## src/rtl/bus_arbiter_rr_if.sv

```systemverilog
// -----------------------------------------------------------------------------
// bus_arbiter_rr_if
// Groups the request/grant handshake and the steered address/command/data
// paths between the SDRAM masters, the arbiter and the SDRAM controller.
//
// Signals:
//   bus_request   per-master level request, held for the whole transfer
//   m_addr        packed master addresses, master i at [i*ADDR_W +: ADDR_W]
//   m_cmd         packed master commands,  master i at [i*CMD_W  +: CMD_W]
//   m_dataout     packed master write data, master i at [i*DATA_W +: DATA_W]
//   sdram_dataout SDRAM read data
//   bus_grant     one-hot registered grant
//   grant_valid   any grant active
//   grant_id      index of current owner (0 when no grant)
//   m_datain      read data returned on the owner's slice only
//   sdram_addr / sdram_cmd / sdram_datain  owner's fields towards SDRAM
//
// Modports:
//   slave   arbiter side (consumes requests, produces grants and steering)
//   master  requester/SDRAM side (drives requests, observes grants)
// -----------------------------------------------------------------------------
interface bus_arbiter_rr_if #(
  parameter int NUM_MASTERS = 4,
  parameter int ID_W        = 2,
  parameter int ADDR_W      = 24,
  parameter int DATA_W      = 32,
  parameter int CMD_W       = 3
);
  logic [NUM_MASTERS-1:0]        bus_request;
  logic [NUM_MASTERS*ADDR_W-1:0] m_addr;
  logic [NUM_MASTERS*CMD_W-1:0]  m_cmd;
  logic [NUM_MASTERS*DATA_W-1:0] m_dataout;
  logic [DATA_W-1:0]             sdram_dataout;
  logic [NUM_MASTERS-1:0]        bus_grant;
  logic                          grant_valid;
  logic [ID_W-1:0]               grant_id;
  logic [NUM_MASTERS*DATA_W-1:0] m_datain;
  logic [ADDR_W-1:0]             sdram_addr;
  logic [CMD_W-1:0]              sdram_cmd;
  logic [DATA_W-1:0]             sdram_datain;

  modport slave (
    input  bus_request, m_addr, m_cmd, m_dataout, sdram_dataout,
    output bus_grant, grant_valid, grant_id, m_datain,
           sdram_addr, sdram_cmd, sdram_datain
  );

  modport master (
    output bus_request, m_addr, m_cmd, m_dataout, sdram_dataout,
    input  bus_grant, grant_valid, grant_id, m_datain,
           sdram_addr, sdram_cmd, sdram_datain
  );
endinterface

```

## src/rtl/bus_arbiter_rr.sv

```systemverilog
// -----------------------------------------------------------------------------
// bus_arbiter_rr
// N-master SDRAM bus arbiter with round-robin or fixed-priority selection and a
// grant hold limit. The owner is preempted after MAX_HOLD cycles when another
// master is waiting. Every ownership change passes through a one-cycle
// RELEASE turnaround with the bus idle. The owner's addr/cmd/data are steered
// to SDRAM and SDRAM read data is returned only on the owner's slice.
//
// Ports:
//   clk0   clock, all state on rising edge
//   reset  synchronous active-high reset
//   bus    bus_arbiter_rr_if.slave (requests, grants, datapath)
// -----------------------------------------------------------------------------
module bus_arbiter_rr #(
  parameter int NUM_MASTERS = 4,
  parameter int ID_W        = 2,
  parameter int ADDR_W      = 24,
  parameter int DATA_W      = 32,
  parameter int CMD_W       = 3,
  parameter int MAX_HOLD    = 16,
  parameter int PRIO_MODE   = 0
) (
  input  logic            clk0,
  input  logic            reset,
  bus_arbiter_rr_if.slave bus
);

  localparam int                     HOLD_W    = $clog2(MAX_HOLD);
  localparam logic [HOLD_W-1:0]      HOLD_LAST = HOLD_W'(MAX_HOLD - 1);
  localparam logic [HOLD_W-1:0]      HOLD_ONE  = HOLD_W'(1);
  localparam logic [ID_W-1:0]        PTR_INIT  = ID_W'(NUM_MASTERS - 1);
  localparam logic [NUM_MASTERS-1:0] ONE_HOT_0 = {{(NUM_MASTERS-1){1'b0}}, 1'b1};

  typedef enum logic [1:0] {
    ST_IDLE    = 2'd0,
    ST_GRANT   = 2'd1,
    ST_RELEASE = 2'd2
  } state_t;

  state_t                 state_r, state_n_s;
  logic [NUM_MASTERS-1:0] grant_r, grant_n_s;
  logic [ID_W-1:0]        grant_id_r, grant_id_n_s;
  logic [HOLD_W-1:0]      hold_cnt_r, hold_cnt_n_s;
  logic [ID_W-1:0]        rr_ptr_r, rr_ptr_n_s;

  logic                   win_found_s;
  logic [ID_W-1:0]        win_id_s;
  logic                   owner_req_s;
  logic                   other_req_s;

  logic [ADDR_W-1:0]             addr_s;
  logic [CMD_W-1:0]              cmd_s;
  logic [DATA_W-1:0]             wdata_s;
  logic [NUM_MASTERS*DATA_W-1:0] rdata_s;

  // k-th candidate in search order: plain index for fixed priority,
  // otherwise rotating from the master after the last winner.
  function automatic logic [ID_W-1:0] cand_idx(input logic [ID_W-1:0] ptr, input int k);
    int raw;
    if (PRIO_MODE != 0) begin
      raw = k;
    end else begin
      raw = (int'(ptr) + 1 + k) % NUM_MASTERS;
    end
    return ID_W'(raw);
  endfunction

  // Winner search: first asserted request in candidate order.
  always_comb begin
    win_found_s = 1'b0;
    win_id_s    = {ID_W{1'b0}};
    for (int k = 0; k < NUM_MASTERS; k++) begin
      if (!win_found_s && bus.bus_request[cand_idx(rr_ptr_r, k)]) begin
        win_found_s = 1'b1;
        win_id_s    = cand_idx(rr_ptr_r, k);
      end else begin
        win_found_s = win_found_s;
      end
    end
  end

  // Owner still requesting / anyone else waiting.
  always_comb begin
    owner_req_s = |(bus.bus_request & grant_r);
    other_req_s = |(bus.bus_request & ~grant_r);
  end

  // Next-state and next-grant logic.
  always_comb begin
    state_n_s    = state_r;
    grant_n_s    = grant_r;
    grant_id_n_s = grant_id_r;
    hold_cnt_n_s = hold_cnt_r;
    rr_ptr_n_s   = rr_ptr_r;
    case (state_r)
      // IDLE and RELEASE both hand the bus to the next winner if any.
      ST_IDLE, ST_RELEASE: begin
        if (win_found_s) begin
          state_n_s    = ST_GRANT;
          grant_n_s    = ONE_HOT_0 << win_id_s;
          grant_id_n_s = win_id_s;
          hold_cnt_n_s = {HOLD_W{1'b0}};
          rr_ptr_n_s   = win_id_s;
        end else begin
          state_n_s    = ST_IDLE;
          grant_n_s    = {NUM_MASTERS{1'b0}};
          grant_id_n_s = {ID_W{1'b0}};
          hold_cnt_n_s = {HOLD_W{1'b0}};
        end
      end
      ST_GRANT: begin
        // Release on owner drop, or preempt once the hold budget is spent
        // and someone else is waiting.
        if (!owner_req_s || ((hold_cnt_r == HOLD_LAST) && other_req_s)) begin
          state_n_s    = ST_RELEASE;
          grant_n_s    = {NUM_MASTERS{1'b0}};
          grant_id_n_s = {ID_W{1'b0}};
          hold_cnt_n_s = {HOLD_W{1'b0}};
        end else begin
          state_n_s = ST_GRANT;
          if (hold_cnt_r != HOLD_LAST) begin
            hold_cnt_n_s = hold_cnt_r + HOLD_ONE;
          end else begin
            hold_cnt_n_s = hold_cnt_r;
          end
        end
      end
      default: begin
        state_n_s    = ST_IDLE;
        grant_n_s    = {NUM_MASTERS{1'b0}};
        grant_id_n_s = {ID_W{1'b0}};
        hold_cnt_n_s = {HOLD_W{1'b0}};
        rr_ptr_n_s   = PTR_INIT;
      end
    endcase
  end

  // Arbiter state registers with synchronous reset.
  always_ff @(posedge clk0) begin
    if (reset) begin
      state_r    <= ST_IDLE;
      grant_r    <= {NUM_MASTERS{1'b0}};
      grant_id_r <= {ID_W{1'b0}};
      hold_cnt_r <= {HOLD_W{1'b0}};
      rr_ptr_r   <= PTR_INIT;
    end else begin
      state_r    <= state_n_s;
      grant_r    <= grant_n_s;
      grant_id_r <= grant_id_n_s;
      hold_cnt_r <= hold_cnt_n_s;
      rr_ptr_r   <= rr_ptr_n_s;
    end
  end

  // Datapath steering keyed on the registered one-hot grant; an empty grant
  // yields all-zero outputs, which covers IDLE and RELEASE.
  always_comb begin
    addr_s  = {ADDR_W{1'b0}};
    cmd_s   = {CMD_W{1'b0}};
    wdata_s = {DATA_W{1'b0}};
    rdata_s = {(NUM_MASTERS*DATA_W){1'b0}};
    for (int i = 0; i < NUM_MASTERS; i++) begin
      addr_s  = addr_s  | (grant_r[i] ? bus.m_addr[i*ADDR_W +: ADDR_W]    : {ADDR_W{1'b0}});
      cmd_s   = cmd_s   | (grant_r[i] ? bus.m_cmd[i*CMD_W +: CMD_W]       : {CMD_W{1'b0}});
      wdata_s = wdata_s | (grant_r[i] ? bus.m_dataout[i*DATA_W +: DATA_W] : {DATA_W{1'b0}});
      rdata_s[i*DATA_W +: DATA_W] = grant_r[i] ? bus.sdram_dataout : {DATA_W{1'b0}};
    end
  end

  assign bus.bus_grant    = grant_r;
  assign bus.grant_valid  = |grant_r;
  assign bus.grant_id     = grant_id_r;
  assign bus.sdram_addr   = addr_s;
  assign bus.sdram_cmd    = cmd_s;
  assign bus.sdram_datain = wdata_s;
  assign bus.m_datain     = rdata_s;

endmodule

```

## src/flat_wrapper.sv

```systemverilog
// flat-port wrapper written by rule: the top's interface ports become plain ports
module bus_arbiter_rr_flat 
#(
  parameter int NUM_MASTERS = 4,
  parameter int ID_W        = 2,
  parameter int ADDR_W      = 24,
  parameter int DATA_W      = 32,
  parameter int CMD_W       = 3,
  parameter int MAX_HOLD    = 16,
  parameter int PRIO_MODE   = 0
)
  (clk0, reset, bus_bus_request, bus_m_addr, bus_m_cmd, bus_m_dataout, bus_sdram_dataout, bus_bus_grant, bus_grant_valid, bus_grant_id, bus_m_datain, bus_sdram_addr, bus_sdram_cmd, bus_sdram_datain);
  bus_arbiter_rr_if #(.NUM_MASTERS(NUM_MASTERS), .ID_W(ID_W), .ADDR_W(ADDR_W), .DATA_W(DATA_W), .CMD_W(CMD_W)) bus_i ();
  input  logic clk0;
  input  logic reset;
  input wire logic [$bits(bus_i.bus_request)-1:0] bus_bus_request;
  input wire logic [$bits(bus_i.m_addr)-1:0] bus_m_addr;
  input wire logic [$bits(bus_i.m_cmd)-1:0] bus_m_cmd;
  input wire logic [$bits(bus_i.m_dataout)-1:0] bus_m_dataout;
  input wire logic [$bits(bus_i.sdram_dataout)-1:0] bus_sdram_dataout;
  output wire logic [$bits(bus_i.bus_grant)-1:0] bus_bus_grant;
  output wire logic [$bits(bus_i.grant_valid)-1:0] bus_grant_valid;
  output wire logic [$bits(bus_i.grant_id)-1:0] bus_grant_id;
  output wire logic [$bits(bus_i.m_datain)-1:0] bus_m_datain;
  output wire logic [$bits(bus_i.sdram_addr)-1:0] bus_sdram_addr;
  output wire logic [$bits(bus_i.sdram_cmd)-1:0] bus_sdram_cmd;
  output wire logic [$bits(bus_i.sdram_datain)-1:0] bus_sdram_datain;
  assign bus_i.bus_request = bus_bus_request;
  assign bus_i.m_addr = bus_m_addr;
  assign bus_i.m_cmd = bus_m_cmd;
  assign bus_i.m_dataout = bus_m_dataout;
  assign bus_i.sdram_dataout = bus_sdram_dataout;
  assign bus_bus_grant = bus_i.bus_grant;
  assign bus_grant_valid = bus_i.grant_valid;
  assign bus_grant_id = bus_i.grant_id;
  assign bus_m_datain = bus_i.m_datain;
  assign bus_sdram_addr = bus_i.sdram_addr;
  assign bus_sdram_cmd = bus_i.sdram_cmd;
  assign bus_sdram_datain = bus_i.sdram_datain;
  bus_arbiter_rr #(.NUM_MASTERS(NUM_MASTERS), .ID_W(ID_W), .ADDR_W(ADDR_W), .DATA_W(DATA_W), .CMD_W(CMD_W), .MAX_HOLD(MAX_HOLD), .PRIO_MODE(PRIO_MODE)) u_core (.clk0(clk0), .reset(reset), .bus(bus_i));
endmodule
```

## config.mk

```make
export PLATFORM = sky130hd
export DESIGN_NAME = bus_arbiter_rr_flat
export DESIGN_NICKNAME = d
export VERILOG_FILES = /design/src/rtl/bus_arbiter_rr_if.sv /design/src/rtl/bus_arbiter_rr.sv /design/src/flat_wrapper.sv
export SDC_FILE = /design/constraint.sdc
export NUM_CORES = 1
export LEC_CHECK = 0
export BUFFER_PORTS_ARGS = -buffer_cell sky130_fd_sc_hd__buf_2
export CORE_AREA = 2 2 184 186
export CTS_CLUSTER_SIZE = 28
export DETAILED_ROUTE_END_ITERATION = 12
export DIE_AREA = 0 0 186 188
export SLEW_MARGIN = 25
export SYNTH_ARGS = -nofsm -noshare
export SYNTH_HDL_FRONTEND = slang
export SYNTH_SLANG_ARGS = --single-unit
export TNS_END_PERCENT = 1
```

## constraint.sdc

```tcl
create_clock -name clk0 -period 1.7 [get_ports clk0]
set_clock_uncertainty 0.2 [all_clocks]
set_input_delay 0.17 -clock clk0 [delete_from_list [all_inputs] [get_ports clk0]]
set_output_delay 0.17 -clock clk0 [all_outputs]
set_load 0.01 [all_outputs]
```

==> run_results.csv, run 1 <==
group,metric,value,unit
synthesis,ys_seq_area_share,10.2,%
finish,final-seq-area,295,sq um
synthesis,synth_top_family_by_area,"simple AND/OR/NAND/NOR gates",
min_path,min_path_cells,3,
worst_setup_path,required,1.33,ns
clocking,numCtsBuffers,3,
outcome,violations,"negative setup slack",
place,port_buffers,467,
timing,hold_viol_final,0,
die,die_width,186,um
clocking,ctsRootBufferMaster,"clkbuf_16",
die,core-area,33100,sq um
timing,timing.fmax,555,MHz
global_route,grt_remaining_overflow,0,
synthesis,synth_fa_ha_area_share,0.456,%
worst_setup_path,r2r_cells,5,
power_and_ir_drop,p_leak,3.55,nW
power_and_ir_drop,peakVddDrop,0.000281,V
die,placementRows,67,
die,die_y,188,um
synthesis,synth_nets,691,
finish,nFillCells,3691,
min_path,hold_end,"u_core.rr_ptr_r[0]$_SDFFE_PP1P_",
synthesis,synth_edf_count,0,
timing,post-route-period-util,106,%
worst_setup_path,reg2reg_from,"u_core.bus.bus_grant[0]$_SDFFE_PP0P_",
route,vias_per_cell,3.97,
synthesis,synth_cells,416,
synthesis,synthArstFlopShare,0,%
synthesis,netlist_area,2740,sq um
synthesis,yosysWarnings,0,
global_route,grt_pass1_wl,26.9,mm
timing,max_slew.worst_pin.slew,0.565,ns
power_and_ir_drop,power_density,454,nW/um^2
route,vias,5305,
synthesis,synth-simple-area-share,44.3,%
timing,period_needed,1.80,ns
worst_setup_path,crit_chain,"buf_12, clkbuf_16, a22oi_1, nand2_1, buf_2",
clocking,cts.sinks,14,
synthesis,yosysTopAreaCellShare,32.3,%
clocking,cts-htree-levels,1,
worst_setup_path,worstSetupEndpointType,"output port",
worst_setup_path,worst-path-max-fanout,12,
timing,rsz0062_at_grt,"true",
timing,drv_slew,0,
synthesis,synth_most_common_cell,"and2_1",
synthesis,synth_mux_area_share,1.09,%
min_path,hp-class,"in -> reg",
finish,final_util,19.5,%
synthesis,synth_compound_area_share,37.8,%
worst_setup_path,critPathLaunchType,"register",
global_route,grt_max_degree,52,
global_route,grt_usage,10.2,%
route,drc,0,
finish,final_area,6450,sq um
worst_setup_path,slowest_delay,0.40,ns
finish,multi_input_area,2560,sq um
route,initialDrtViolationCount,206,
worst_setup_path,arrival,1.43,ns
route,routed_wl,23.1,mm
timing,setup_ws,-0.103,ns
route,antenna_left,0,
place,dp_hpwl,17.3,mm
clocking,clock_path_buffers,2,
global_route,grt_pass1_vias,4686,
timing,slew_headroom,62.0,%
die,start_util,8.28,%
worst_setup_path,rrSetupSlack,-0.07,ns
finish,syn2layout_area_growth,135,%
finish,nNetsFinal,1156,
global_route,antenna_found_initial,12,
synthesis,syn_area_per_cell,6.59,sq um
synthesis,ys_ff_latch,14,
synthesis,synthDistinctLibCells,35,
power_and_ir_drop,p_total,2.93,mW
synthesis,synthXorXnorAreaFrac,0.319,%
die,die_area,35000,sq um
worst_setup_path,cp_slowest_cell,"dfxtp_4",
place,gp_congestion,0.802,
min_path,hold_start,"reset",
place,dpl_cell_area,5710,sq um
clocking,clock_latency,0.25,ns
finish,layout-drive-gt1-share,63.9,%
timing,setup_viol,74,
route,wire_per_inst,17.3,um
worst_setup_path,crit_type,"reg -> out",
die,pin_count,468,
synthesis,ys_top_cells_by_area,"a22oi_1 32%, and2_1 29%, dfxtp_1 10%",
worst_setup_path,r2r_end,"u_core.state_r[0]$_SDFF_PP0_",
place,place.detailed.instances,1308,
synthesis,synth_ff_type,"dfxtp_1",
synthesis,synth_top_area_cell,"a22oi_1",
clocking,tritoncts,"yes",
synthesis,ys_top_cells_by_count,"128 x and2_1, 118 x a22oi_1, 61 x nand2_1",
job,max_cap_violations,0,
route,dr.pass1.iters,5,
clocking,clk_pin_slew_worst_paths,0.05,ns
outcome,status,"complete, but fails checks",
finish,finalNonFillerCells,1336,
[worst max-delay path, delay by kind of cell (launching register included)]
family                 cells  cell delay [ns]
flip-flops                 1             0.40
AO/OA/AOI/OAI              1             0.17
buffers and inverters      3             0.49
AND/OR/NAND/NOR            1             0.11
[cell usage in the layout (no fill, tap or decap), types with 4 or more instances in the layout]
cell / count
dfxtp_1: 10
buf_4: 4
clkbuf_16: 10
o2bb2ai_1: 4
diode_2: 8
a22oi_2: 43
a22oi_1: 75
buf_2: 460
nand2_1: 59
nand2b_1: 7
buf_6: 14
buf_12: 9
and2_1: 128
nor2_1: 7
dfxtp_4: 4
[report_power, final]
| part | leakage, nW | internal (mW) | switching (mW) |
|---|---|---|---|
| sequential | 0.118 | 0.354 | 0.0490 |
| combinational | 3.39 | 0.974 | 1.09 |
| clock | 0.0382 | 0.317 | 0.140 |
[metrics by stage]
step	worst slack [ns]	setup TNS (ns)	hold slack (ns)
after global routing	-0.140	-6.52	0.0638
after detailed placement	0.0425	0	0.206
after floorplan	0.0724	0	0.0715
final	-0.103	-2.89	0.0628
after CTS	-0.0808	-1.95	0.0493
after global placement	0.0533	0	0.199
[what timing repair did]
action,in CTS,in global routing
gates resized for setup,17,63
hold buffers,1,0
setup endpoints to repair,59,111
gates cloned,0,8
endpoints found under the hold margin,1,0
pin swaps,3,19
setup buffers,0,7
[worst max-delay path by stage]
stage	to	slack, ns	cells after the start	from
floorplan	u_core.hold_cnt_r[2]$_SDFFE_PP0N_	0.07	5	u_core.hold_cnt_r[0]$_SDFFE_PP0N_
global placement	u_core.hold_cnt_r[2]$_SDFFE_PP0N_	0.05	5	u_core.hold_cnt_r[0]$_SDFFE_PP0N_
detailed placement	u_core.hold_cnt_r[3]$_SDFFE_PP0N_	0.04	5	u_core.hold_cnt_r[0]$_SDFFE_PP0N_
CTS	bus_grant_valid	-0.08	3	u_core.bus.bus_grant[1]$_SDFFE_PP0P_
global route	u_core.bus.grant_id[0]$_SDFFE_PP0P_	-0.14	5	u_core.bus.bus_grant[0]$_SDFFE_PP0P_
finish	bus_sdram_datain[5]	-0.10	5	u_core.bus.bus_grant[1]$_SDFFE_PP0P_
[metal layers]
metal | share of wire, % | wire length [um] | vias to the layer above | GRT usage, %
met3 | 8.2 | 1900 | 49 | 1.48
met2 | 51 | 11800 | 399 | 18.9
met5 | 0.12 | 27 | - | 0
met1 | 37 | 8560 | 2415 | 11.7
li1 | - | - | 2438 | -
met4 | 3.7 | 857 | 4 | 3.48
[cell type report]
cell class | count | area share, %
repair buffers | 500 | 45.5
multi-input cells | 360 | 39.6
well taps | 448 | 8.69
flip-flops and latches | 14 | 4.58
clock buffers | 4 | 1.22
diodes | 8 | 0.310
inverters | 2 | 0.116
[registers in the layout, indices dropped and copies added, names as in the netlist]
register,cells
u_core.state_r,2
u_core.hold_cnt_r,4
u_core.rr_ptr_r,2
u_core.bus.grant_id,2
u_core.bus.bus_grant,4
[cell families (layout without fill, tap and decap cells)]
kind of cell | count (synthesis) | in the layout
AO/OA/AOI/OAI | 136 | 136
buffers and inverters | 42 | 506
XOR/XNOR | 1 | 1
other | 0 | 8
adder cells (fa/ha/maj) | 1 | 1
multiplexers | 3 | 3
flip-flops | 14 | 14
AND/OR/NAND/NOR | 219 | 219
(Power assumes the default switching activity.)
==> run 2, diff against run 1 <==
GPL_TIMING_DRIVEN = 0   (was not set)
SKIP_LAST_GASP = 1   (was not set)
==> run 2 against run 1 <==
Against the previous run:
- the flow still finishes with violations (negative setup slack)
- worst setup slack got worse by 0.068 ns
- total power fell by 3.0%
- cell count rose by 0.90%
- clock power rose by 5.7%
- non-clock buffer count rose by 14
- sequential power fell by 2%
- maximum frequency fell by 3.6%
- routed wire length rose by 8.0%
- critical endpoint is now bus_grant_valid
- combinational power fell by 5%
- via count rose by 0.45%
- die area did not move
- core utilization fell by 0.94 points
==> run_results.csv, run 2 (synthesis gave the netlist of run 1 again) <==
group,metric,value,unit
outcome,status,"complete, but fails checks",
outcome,violations,"negative setup slack",
finish,final_cell_mix,"468 x buf_2, 128 x and2_1, 103 x a22oi_1",
power_and_ir_drop,p_leak,3.53,nW
global_route,grt_pass1_vias,4975,
die,die_area,35000,sq um
clocking,clock_latency,0.24,ns
clocking,tritoncts,"yes",
clocking,cts-htree-levels,1,
route,antenna_left,0,
worst_setup_path,critPathLaunchType,"register",
worst_setup_path,worst-path-max-fanout,7,
finish,nNetsFinal,1170,
route,vias_per_cell,3.95,
finish,layout_commonest_cell,"buf_2",
route,vias,5329,
route,dr.pass1.iters,5,
timing,setup_viol,164,
place,port_buffers,467,
die,die_y,188,um
route,initialDrtViolationCount,321,
timing,hold_viol_final,0,
place,dp_hpwl,20.9,mm
die,placementRows,67,
timing,drv_slew,0,
die,die_width,186,um
global_route,antenna_found_initial,10,
finish,finalNonFillerCells,1348,
clocking,ctsRootBufferMaster,"clkbuf_16",
place,place.detailed.instances,1332,
route,wire_per_inst,18.5,um
worst_setup_path,arrival,1.50,ns
global_route,grt_pass1_wl,31.9,mm
timing,setup_ws,-0.170,ns
clocking,clock_path_buffers,2,
min_path,hp-class,"in -> reg",
clocking,numCtsBuffers,3,
power_and_ir_drop,power_density,463,nW/um^2
die,start_util,8.28,%
worst_setup_path,required,1.33,ns
finish,layout-drive-gt1-share,60.2,%
job,max_cap_violations,0,
timing,worst_hold_slack,0.0377,ns
timing,fin_tns_setup,-12.96,ns
timing,timing.fmax,535,MHz
timing,rsz0062_at_grt,"true",
die,core-area,33100,sq um
timing,slew_headroom,61.2,%
power_and_ir_drop,peakVddDrop,0.000296,V
timing,period_needed,1.87,ns
finish,syn2layout_area_growth,124,%
global_route,grt_max_degree,11,
die,pin_count,468,
worst_setup_path,worstSetupEndpointType,"output port",
timing,post-route-period-util,110,%
worst_setup_path,crit_type,"reg -> out",
timing,max_slew.worst_pin.slew,0.582,ns
global_route,grt_usage,12.6,%
global_route,grt_remaining_overflow,0,
route,drc,0,
route,routed_wl,25.0,mm
clocking,cts.sinks,14,
clocking,clk_pin_slew_worst_paths,0.04,ns
place,gp_congestion,0.897,
## run 2: cell count changes in the layout (fill, tap and decap cells not counted), moves of 5 or more
cell and delta:
a22oi_1 +28, a22oi_2 -28, buf_12 -9, buf_6 -9, buf_2 +8, clkbuf_4 +8, buf_4 +7, clkbuf_8 +7
clkbuf_1 +5
## run 2: cell type report
class | count | area (sq um)
Sequential cell | 14 | 293
Clock buffer | 4 | 88.8
Timing Repair Buffer | 474 | 2420
Multi-Input combinational cell | 360 | 2380
Inverter | 2 | 7.51
Antenna cell | 6 | 15.0
Tap cell | 448 | 561
Buffer | 40 | 367
Fill cell | 3784 | 27000
## run 2: timing repair
item	4_1_cts	5_1_grt
pin swaps	3	3
cloned	2	1
resized for setup	87	29
endpoints found under the setup margin	197	197
setup buffers	2	0
hold endpoints to repair	1	0
hold buffers	1	0
## run 2: per-layer routing
layer  vias to the layer above  part of all wire (%)  track usage [%]
li1                       2464                     -                -
met5                         -                 0.052                0
met2                       382                    50             23.5
met4                         2                   3.1             4.27
met1                      2447                    40             14.7
met3                        34                   7.1             1.46
## run 2: path summary, 6_finish.rpt
| check | start | cells after the start | end | slack [ns] |
|---|---|---|---|---|
| worst max-delay path | u_core.bus.bus_grant[2]$_SDFFE_PP0P_ | 3 | bus_grant_valid | -0.17 |
| worst min-delay path | reset | 3 | u_core.rr_ptr_r[0]$_SDFFE_PP1P_ | 0.04 |
| worst max register to register | u_core.hold_cnt_r[0]$_SDFFE_PP0N_ | 5 | u_core.state_r[0]$_SDFF_PP0_ | -0.11 |
| worst min register to register | u_core.bus.grant_id[1]$_SDFFE_PP0P_ | 2 | u_core.bus.grant_id[1]$_SDFFE_PP0P_ | 0.28 |
## run 2: per-stage QoR
step	power, mW	setup WS, ns	cell area, sq um	util, %
after floorplan	1.14	0.0724	2740	-
after global placement	2.17	-1.22	5640	17.0
after detailed placement	2.19	-1.20	5650	17.1
after CTS	2.81	-0.183	6060	18.3
after global routing	3.02	-0.216	6140	18.5
final	2.84	-0.170	6140	18.5
## run 2: worst max-delay path, stage by stage (launching register included)
cell       delay, ns
dfxtp_4         0.39
clkbuf_16       0.18
or4_4           0.55
buf_6           0.14
## run 2: power by group
part / leakage [nW] / internal, mW / switching, mW / total, mW
Sequential: 0.117 / 0.355 / 0.0412 / 0.396
Clock: 0.0442 / 0.356 / 0.128 / 0.483
Combinational: 3.37 / 0.869 / 1.09 / 1.96
Total: 3.53 / 1.58 / 1.26 / 2.84
==> run 3, diff against run 2 <==
ABC_AREA = 1   (was not set)
clock period = 1.8 ns   (was 1.7 ns; I/O delays follow)
==> run 3 against run 2 <==
Against the previous run:
- the flow still finishes with violations (negative setup slack)
- clock power fell by 17%
- via count is 20% higher
- critical path depth up 2
- core utilization is 1.5 points higher
- sequential share of layout area fell by 0.42 points
- sequential power increased by 30%
- routed wire length is 3.3% lower
- first-iteration DRC count rose by 25%
- register-to-register slack improved by 0.17 ns
==> run_results.csv, run 3 <==
group,metric,value,unit
finish,final_cell_mix,"469 x buf_2, 412 x nand2_1, 137 x inv_1",
synthesis,synth_ff_type,"dfxtp_1",
global_route,grt_remaining_overflow,0,
global_route,grt_max_degree,11,
job,max_cap_violations,0,
synthesis,ys_top_cells_by_count,"413 x nand2_1, 137 x inv_1, 62 x nand4_1",
clocking,tritoncts,"yes",
clocking,clock_latency,0.24,ns
die,die_area,35000,sq um
synthesis,syn_area_per_cell,4.59,sq um
synthesis,synth_edf_count,0,
worst_setup_path,critPathLaunchType,"register",
timing,timing.fmax,520,MHz
route,routed_wl,24.1,mm
route,vias_per_cell,3.86,
clocking,numCtsBuffers,3,
global_route,grt_usage,12.7,%
timing,max_slew.worst_pin.slew,0.818,ns
global_route,grt_pass1_vias,5866,
place,dp_hpwl,20.3,mm
place,dpl_cell_area,6300,sq um
die,die_width,186,um
finish,layout-drive-gt1-share,45.2,%
finish,final_util,20.0,%
synthesis,yosysTopAreaCellShare,45.6,%
synthesis,synth_top_area_cell,"nand2_1",
power_and_ir_drop,power_density,1170,nW/um^2
min_path,min_path_cells,2,
worst_setup_path,required,1.42,ns
finish,syn2layout_area_growth,94.7,%
die,start_util,10.3,%
finish,multi_input_area,2420,sq um
clocking,clk_pin_slew_worst_paths,0.04,ns
clocking,cts-htree-levels,1,
worst_setup_path,rrSetupSlack,0.06,ns
place,port_buffers,467,
timing,setup_viol,60,
worst_setup_path,crit_type,"reg -> out",
die,core-area,33100,sq um
clocking,cts.sinks,14,
synthesis,ys_seq_area_share,8.24,%
timing,setup_ws,-0.124,ns
worst_setup_path,worstSetupEndpointType,"output port",
global_route,grt_pass1_wl,33.8,mm
min_path,hold_start,"reset",
timing,rsz0062_at_grt,"true",
synthesis,synthDistinctLibCells,30,
worst_setup_path,arrival,1.54,ns
global_route,antenna_found_initial,0,
route,antenna_left,0,
finish,final-seq-area,288,sq um
power_and_ir_drop,p_total,7.74,mW
power_and_ir_drop,p_leak,4.69,nW
power_and_ir_drop,peakVddDrop,0.000633,V
clocking,ctsRootBufferMaster,"clkbuf_16",
clocking,clock_path_buffers,2,
die,pin_count,468,
route,initialDrtViolationCount,401,
route,vias,6409,
min_path,hold_end,"u_core.state_r[0]$_SDFF_PP0_",
min_path,hp-class,"in -> reg",
die,placementRows,67,
worst_setup_path,worst-path-max-fanout,10,
finish,final_area,6620,sq um
timing,fin_tns_setup,-3.35,ns
finish,nNetsFinal,1489,
timing,period_needed,1.92,ns
route,drc,0,
finish,layout_commonest_cell,"buf_2",
worst_setup_path,r2r_cells,8,
worst_setup_path,reg2reg_from,"u_core.hold_cnt_r[0]$_SDFFE_PP0N_",
place,gp_congestion,0.895,
synthesis,ys_ff_latch,14,
synthesis,yosysWarnings,0,
timing,drv_slew,0,
die,die_y,188,um
worst_setup_path,r2r_end,"u_core.state_r[0]$_SDFF_PP0_",
synthesis,synth_cells,741,
outcome,status,"complete, but fails checks",
timing,slew_headroom,45.1,%
synthesis,ys_top_cells_by_area,"nand2_1 46%, inv_1 15%, nand4_1 11%",
synthesis,synthArstFlopShare,0,%
finish,nFillCells,3900,
timing,hold_viol_final,0,
place,place.detailed.instances,1656,
timing,post-route-period-util,107,%
finish,finalNonFillerCells,1661,
synthesis,netlist_area,3400,sq um
outcome,violations,"negative setup slack",
synthesis,synth_nets,1016,
synthesis,synth_most_common_cell,"nand2_1",
route,wire_per_inst,14.5,um
route,dr.pass1.iters,5,
## run 3: where the power goes
| group | internal [mW] | leakage, nW | total, mW | switching [mW] |
|---|---|---|---|---|
| clock | 0.289 | 0.0370 | 0.402 | 0.113 |
| sequential | 0.415 | 0.117 | 0.516 | 0.100 |
| combinational | 2.49 | 4.54 | 6.82 | 4.33 |
## run 3: timing repair
item | CTS | global route
setup buffers | 0 | 0
endpoints found under the hold margin | 1 | 0
pin swaps | 0 | 0
resized for setup | 66 | 16
endpoints found under the setup margin | 191 | 182
hold buffers | 1 | 0
## run 3: how the worst max path moves through the flow
stage | from | to | slack, ns
after floorplan | u_core.hold_cnt_r[0]$_SDFFE_PP0N_ | u_core.state_r[0]$_SDFF_PP0_ | 0.23
after global placement | u_core.bus.bus_grant[3]$_SDFFE_PP0P_ | bus_sdram_addr[7] | -1.36
after detailed placement | u_core.bus.bus_grant[0]$_SDFFE_PP0P_ | bus_sdram_addr[7] | -1.28
after CTS | u_core.bus.bus_grant[3]$_SDFFE_PP0P_ | bus_sdram_datain[26] | -0.13
after global routing | u_core.bus.bus_grant[1]$_SDFFE_PP0P_ | bus_m_datain[34] | -0.18
final | u_core.bus.bus_grant[2]$_SDFFE_PP0P_ | bus_sdram_datain[1] | -0.12
## run 3: cell type report
cell class,count,share of cell area [%]
buffer,43,6.05
antenna,1,0.0378
multi-input combinational,544,36.6
timing repair buffer,468,35.5
tap,448,8.47
sequential,14,4.35
clock buffer,3,1.13
inverter,140,7.94
## run 3: routing by layer
layer / wire length [um] / share of wire [%] / global-route usage [%]
met2: 11000 / 45 / 20.9
met4: 808 / 3.3 / 3.94
met5: 0 / 0 / 0
met1: 10300 / 43 / 16.6
met3: 2100 / 8.7 / 2.49
## run 3: kinds of logic after synthesis
group                    share of synthesized area, %
AND/OR/NAND/NOR                                  68.4
buffers and inverters                            20.9
flip-flops                                       8.24
AO/OA/AOI/OAI                                    2.17
adder cells (fa/ha/maj)                         0.368
## run 3: through the flow
stage / hold WS (ns) / setup WS (ns)
after global routing: 0.0562 / -0.183
after detailed placement: 0.243 / -1.28
after floorplan: 0.0571 / 0.232
after global placement: 0.235 / -1.36
final: 0.0270 / -0.124
after CTS: 0.0258 / -0.135
## run 3: worst max-delay path: stages (launching register included)
cell	delay [ns]
dfxtp_2	0.39
clkbuf_16	0.22
buf_2	0.29
nand2_1	0.08
nand4_1	0.14
buf_2	0.16
